**src/rtl/apb_resp_pkg28.sv**
```systemverilog
// Shared types and constants for the APB responder and its register bank.
package apb_resp_pkg28;

    typedef enum logic [1:0] {
        ST_IDLE   = 2'd0,
        ST_ACCESS = 2'd1,
        ST_DONE   = 2'd2
    } state_t;

    localparam int WAIT_W = 3;
    typedef logic [WAIT_W-1:0] wait_t;

    localparam logic [3:0]  REG_ID           = 4'd0;
    localparam logic [3:0]  REG_CTRL         = 4'd1;
    localparam logic [31:0] ID_VALUE_DEFAULT = 32'hA9B0_0028;

endpackage

```
**src/rtl/apb_regbank28.sv**
```systemverilog
// Sixteen-word register bank: constant ID word, a 3-bit CTRL wait field and scratch words.
module apb_regbank28
    import apb_resp_pkg28::*;
#(
    parameter logic [31:0] ID_VALUE = ID_VALUE_DEFAULT
) (
    input  logic        clk,
    input  logic        rst_n,
    input  logic        we,
    input  logic [3:0]  waddr,
    input  logic [31:0] wdata,
    input  logic [3:0]  raddr,
    output logic [31:0] rdata,
    output wait_t       wait_cfg
);

    wait_t       ctrl_q;
    logic [31:0] scratch [2:15];

    // ID is never stored, so a stray write there has nothing to land on.
    always_ff @(posedge clk or negedge rst_n) begin
        if (!rst_n) begin
            ctrl_q <= '0;
            for (int i = 2; i < 16; i++) begin
                scratch[i] <= '0;
            end
        end else if (we) begin
            if (waddr == REG_CTRL) begin
                ctrl_q <= wdata[WAIT_W-1:0];
            end else if (waddr != REG_ID) begin
                scratch[waddr] <= wdata;
            end
        end
    end

    always_comb begin
        rdata = '0;
        case (raddr)
            REG_ID:   rdata = ID_VALUE;
            REG_CTRL: rdata = {{(32-WAIT_W){1'b0}}, ctrl_q};
            default:  rdata = scratch[raddr];
        endcase
    end

    assign wait_cfg = ctrl_q;

endmodule

```
**src/rtl/apb_resp_regs28.sv**
```systemverilog
// APB responder: setup/access/done sequencing, programmable wait states and error decoding
// in front of apb_regbank28. All response outputs are registered.
module apb_resp_regs28
    import apb_resp_pkg28::*;
#(
    parameter int          PADDR_WIDTH28  = 32,
    parameter int          PWDATA_WIDTH28 = 32,
    parameter int          PRDATA_WIDTH28 = 32,
    parameter int          SLV_INDEX28    = 0,
    parameter logic [31:0] ID_VALUE28     = ID_VALUE_DEFAULT
) (
    input  logic                      pclock28,
    input  logic                      preset28,
    input  logic [PADDR_WIDTH28-1:0]  paddr28,
    input  logic                      prwd28,
    input  logic [PWDATA_WIDTH28-1:0] pwdata28,
    input  logic                      penable28,
    input  logic [15:0]               psel28,
    output logic [PRDATA_WIDTH28-1:0] prdata28,
    output logic                      pready28,
    output logic                      pslverr28
);

    state_t                    state;
    wait_t                     cnt;
    wait_t                     wait_cfg;
    logic [PADDR_WIDTH28-1:0]  addr_q;
    logic                      wr_q;
    logic [PWDATA_WIDTH28-1:0] wdata_q;
    logic [PADDR_WIDTH28-1:0]  cur_addr;
    logic                      sel;
    logic                      setup;
    logic                      cur_wr;
    logic                      cur_err;
    logic                      bank_we;
    logic [31:0]               bank_wdata;
    logic [31:0]               bank_rdata;
    logic [PRDATA_WIDTH28-1:0] rd_resp;
    logic                      unused_psel;

    assign sel         = psel28[SLV_INDEX28];
    assign unused_psel = ^psel28;
    assign setup       = (state != ST_ACCESS) && sel && !penable28;

    // During a setup cycle the response is decided from the live bus, otherwise from the latched transfer.
    assign cur_addr   = setup ? paddr28 : addr_q;
    assign cur_wr     = setup ? prwd28 : wr_q;
    assign cur_err    = (cur_addr[1:0] != 2'b00)
                     || ((cur_addr >> 6) != '0)
                     || (cur_wr && (cur_addr[5:2] == REG_ID));
    assign rd_resp    = (cur_wr || cur_err) ? '0 : PRDATA_WIDTH28'(bank_rdata);
    assign bank_wdata = 32'(wdata_q);
    assign bank_we    = (state == ST_ACCESS) && pready28 && sel && penable28
                     && wr_q && !pslverr28;

    // pready is raised one edge early so it is seen in access cycle W+1; the write
    // commits on the edge that closes that cycle.
    always_ff @(posedge pclock28 or negedge preset28) begin
        if (!preset28) begin
            state     <= ST_IDLE;
            cnt       <= '0;
            addr_q    <= '0;
            wr_q      <= 1'b0;
            wdata_q   <= '0;
            pready28  <= 1'b0;
            pslverr28 <= 1'b0;
            prdata28  <= '0;
        end else begin
            pready28  <= 1'b0;
            pslverr28 <= 1'b0;
            prdata28  <= '0;
            case (state)
                ST_IDLE, ST_DONE: begin
                    if (setup) begin
                        state   <= ST_ACCESS;
                        addr_q  <= paddr28;
                        wr_q    <= prwd28;
                        wdata_q <= pwdata28;
                        cnt     <= wait_cfg;
                        if (wait_cfg == '0) begin
                            pready28  <= 1'b1;
                            pslverr28 <= cur_err;
                            prdata28  <= rd_resp;
                        end
                    end else begin
                        state <= ST_IDLE;
                    end
                end
                ST_ACCESS: begin
                    if (!(sel && penable28)) begin
                        state <= ST_IDLE;
                    end else if (pready28) begin
                        state <= ST_DONE;
                    end else begin
                        cnt <= cnt - wait_t'(1);
                        if (cnt == wait_t'(1)) begin
                            pready28  <= 1'b1;
                            pslverr28 <= cur_err;
                            prdata28  <= rd_resp;
                        end
                    end
                end
                default: state <= ST_IDLE;
            endcase
        end
    end

    apb_regbank28 #(
        .ID_VALUE (ID_VALUE28)
    ) u_regbank (
        .clk      (pclock28),
        .rst_n    (preset28),
        .we       (bank_we),
        .waddr    (cur_addr[5:2]),
        .wdata    (bank_wdata),
        .raddr    (cur_addr[5:2]),
        .rdata    (bank_rdata),
        .wait_cfg (wait_cfg)
    );

endmodule

```
**config.mk**
```make
export PLATFORM = sky130hd
export DESIGN_NAME = apb_resp_regs28
export DESIGN_NICKNAME = d
export VERILOG_FILES = /design/src/rtl/apb_resp_pkg28.sv /design/src/rtl/apb_regbank28.sv /design/src/rtl/apb_resp_regs28.sv
export SDC_FILE = /design/constraint.sdc
export NUM_CORES = 1
export LEC_CHECK = 0
export CAP_MARGIN = 20
export CORE_MARGIN = 1.5
export CORE_UTILIZATION = 55
export DETAILED_ROUTE_END_ITERATION = 8
export DONT_BUFFER_PORTS = 1
export PLACE_DENSITY = 0.67
export SETUP_SLACK_MARGIN = 0.2
export SYNTH_ARGS = -nofsm -noshare
export SYNTH_HDL_FRONTEND = slang
export SYNTH_HIERARCHICAL = 1
export SYNTH_SLANG_ARGS = --single-unit
```
**constraint.sdc**
```tcl
create_clock -name pclock28 -period 3.8 [get_ports pclock28]
set_clock_uncertainty 0.1 [all_clocks]
set_input_delay 0.19 -clock pclock28 [delete_from_list [all_inputs] [get_ports pclock28]]
set_output_delay 0.19 -clock pclock28 [all_outputs]
set_load 0.005 [all_outputs]
```
==> results.json <==
{
  "run_status": "finished, violations left",
  "failed_checks": "hold timing",
  "yosysMostFrequentCell": "dfrtp_1",
  "setup_viol": 0,
  "grt_start_max_net_pins": 556,
  "rsz0062_at_grt": "false",
  "io_buffers": 0,
  "cp.buffers_inverters": 3,
  "grt_overflow_total": 0,
  "p_leak_nw": 13.4,
  "insertedDiodeCount": 0,
  "yosys.area.top_type": "dfrtp_1",
  "postRouteAntennaNets": 0,
  "viasPerCell": 5.97,
  "fillers": 3276,
  "wl_met1_mm": 24.9,
  "synth_compound_area_frac": 0.0294,
  "pwr-share-clk": 0.383,
  "core_um2": 44000,
  "synth_xor_area_frac": 0,
  "place_congestion": 0.747,
  "required_ps": 4180,
  "synth_top_family_by_area": "multiplexers",
  "hold_path.class": "input port to asynchronous set/reset pin",
  "seq_area_frac_synth": 0.567,
  "worst_slack_ps": 404,
  "power.share.switching": 0.274,
  "ioPinCount": 118,
  "synth_top_flop_cell": "dfrtp_1",
  "seqPwrFrac": 0.443,
  "cp_slowest_cell": "or3_2",
  "clock_tree.buffer_depth": 3,
  "nets": 1790,
  "wl_per_cell_um": 23.4,
  "synth_edf_count": 0,
  "cts_tree": "yes",
  "switching_power_mw": 4.07,
  "combPwrFrac": 0.174,
  "syn_area_per_cell_um2": 14.9,
  "die_x_um": 214,
  "netlist.area_leader.share": 0.567,
  "synthesis.nets": 1732,
  "synth_common_cells": "555 x dfrtp_1, 502 x mux2_2, 73 x mux4_2, 67 x mux2i_1, 63 x clkbuf_1",
  "async_flop_share": 1.00,
  "p_int_mw": 10.8,
  "synth.area.top_cells": "dfrtp_1 57%, mux2_2 23%, mux4_2 6.7%",
  "grt_pass1_wl_mm": 87.4,
  "rows": 77,
  "highest_layer": "met4",
  "yosys.area_share.adder": 0.00102,
  "routed-wl-met2_mm": 26.3,
  "postPlaceCellArea_um2": 25300,
  "wl_met3_mm": 2.09,
  "worst_setup_path_start_kind": "flop",
  "final_area_um2": 27900,
  "fmax_mhz": 294,
  "slew-limit-headroom": 0.169,
  "yosys.area_share.simple": 0.0349,
  "end_kind": "flop",
  "clkSinkCount": 555,
  "p_per_area_nw_per_um2": 531,
  "period_needed_ps": 3400,
  "dr.first_iter.drc_count": 828,
  "cp_top_family": "simple AND/OR/NAND/NOR gates",
  "vdd_drop_max_mv": 0.351,
  "clkTransAtPathRegs_ps": 60,
  "cts.htree.levels": 2,
  "fin_crit_sh": 0.894,
  "drt_drc_violations_left": 0,
  "fp.dieArea_um2": 45800,
  "grt_pass1_vias": 15041,
  "drv_cap": 0,
  "muxShareOfSynthArea": 0.335,
  "antenna_found_initial": 1,
  "crit_chain": "nand4b_1, dlygate4sd3_1, nor2_1, and3b_1, nand3_1, buf_4, or3_2, buf_12, mux2_1",
  "pre_cts_slack_ps": 306,
  "drive_gt1_frac": 0.432,
  "dp_hpwl_mm": 31.9,
  "first_pass_iters": 4,
  "holdBufCountCts": 67,
  "fin_setup_tns_ps": 0,
  "drt-total-wl_mm": 54.6,
  "netlist_area_um2": 24500,
  "ys_types": 47,
  "ys_ff_latch": 555,
  "hold_violations": 555,
  "die_h_um": 214,
  "vias": 13965,
  "gr-usage-all-layers": 0.245,
  "cts_root_buf": "clkbuf_16",
  "yosys_warnings": 6,
  "synthCells": 1646,
  "initial_utilization": 0.556,
  "clock_latency_ps": 610,
  "cts-buffers-inserted": 58,
  "total_power_mw": 14.8,
  "worst_pin_slew_ps": 1250,
  "crit_type": "flop to flop",
  "cp_slowest_stage_delay_ps": 620,
  "hold_ws_ps": -817,
  "slew_viol_final": 0,
  "area_growth_pct": 14.1,
  "critPathArrivalTime_ps": 3770,
  "worstPathMaxFanout": 23
}
-- power groups by stage --
stage | logic (mW) | registers (mW) | clock network (mW)
after floorplan | 1.85 | 6.43 | 0
after global placement | 2.51 | 6.66 | 0
after detailed placement | 2.53 | 6.68 | 0
after CTS | 2.60 | 6.57 | 5.83
after global routing | 2.76 | 6.64 | 6.06
final | 2.58 | 6.58 | 5.68
-- path summary, 6_finish.rpt --
check	start	end	slack, ps	depth (start not counted)
max reg2reg	state[0]$_DFFE_PN0P_	u_regbank/scratch[98]$_DFFE_PN0P_	400	9
min in group pclock28	penable28	pready28$_DFF_PN0_	80	4
min reg2reg	u_regbank/scratch[93]$_DFFE_PN0P_	u_regbank/scratch[93]$_DFFE_PN0P_	390	1
min	preset28	bank_wdata[9]$_DFFE_PN0P_	-820	0
max in group asynchronous	preset28	u_regbank/scratch[401]$_DFFE_PN0P_	3390	0
max	state[0]$_DFFE_PN0P_	u_regbank/scratch[98]$_DFFE_PN0P_	400	9
-- registers in the layout (all words and copies together), names as in the netlist --
name and flops:
pslverr28 1, u_regbank/scratch 448, prdata28 32, bank_wdata 32, wr_q 1, state 2, pready28 1, addr_q 32
cnt 3, u_regbank/wait_cfg 3
-- cell usage in the layout (no fill, tap or decap), types with 14 or more instances in the layout --
master and count:
dfrtp_1 554, mux2_2 500, mux4_2 73, dlygate4sd3_1 67
mux2i_1 67, nand2_1 61, clkbuf_16 61, buf_4 57
and2_1 33, inv_1 27, mux2_1 22, o2111ai_1 20
o221ai_1 20, clkbuf_8 17, o22ai_1 16, nor4_1 15
nor2_1 14, clkbuf_1 14
-- final cells by class --
cell class | count | area [µm²] | area share
clock buffers | 92 | 1810 | 0.0649
flip-flops and latches | 555 | 13900 | 0.497
multi-input cells | 926 | 9920 | 0.355
repair buffers | 136 | 1340 | 0.0479
clock inverters | 10 | 125 | 0.00448
well taps | 592 | 741 | 0.0265
inverters | 27 | 101 | 0.00363
-- kinds of logic (layout without fill, tap and decap cells) --
family          after synthesis  after routing
buf+inv                     165            265
mux                         664            664
simple gates                167            167
fa+ha+maj                     2              2
flops                       555            555
compound gates               93             93
-- worst register-to-register path: cells and delay by family, from the launching register on --
family                 cells  cell delay [ps]
muxes                      1              350
and+or+nand+nor            5             1330
buffers and inverters      3             1040
DFF                        1              470
-- stage by stage --
stage	cells	utilization
2_1_floorplan	1646	-
3_3_place_gp	2167	0.575
3_5_place_dp	2167	0.575
4_1_cts	2336	0.634
5_1_grt	2338	0.634
6_report	2338	0.634
-- timing repair --
| item | in CTS | in global routing |
|---|---|---|
| setup endpoints to repair | 0 | 64 |
| resized for setup | 0 | 2 |
| buffers inserted | 0 | 2 |
| hold endpoints to repair | 620 | 555 |
-- layer usage --
| layer | up-vias | track usage |
|---|---|---|
| li1 | 6110 | - |
| met5 | - | 0 |
| met3 | 89 | 0.0356 |
| met1 | 7502 | 0.343 |
| met2 | 264 | 0.399 |
| met4 | 0 | 0.0785 |
(Power assumes the default switching activity.)
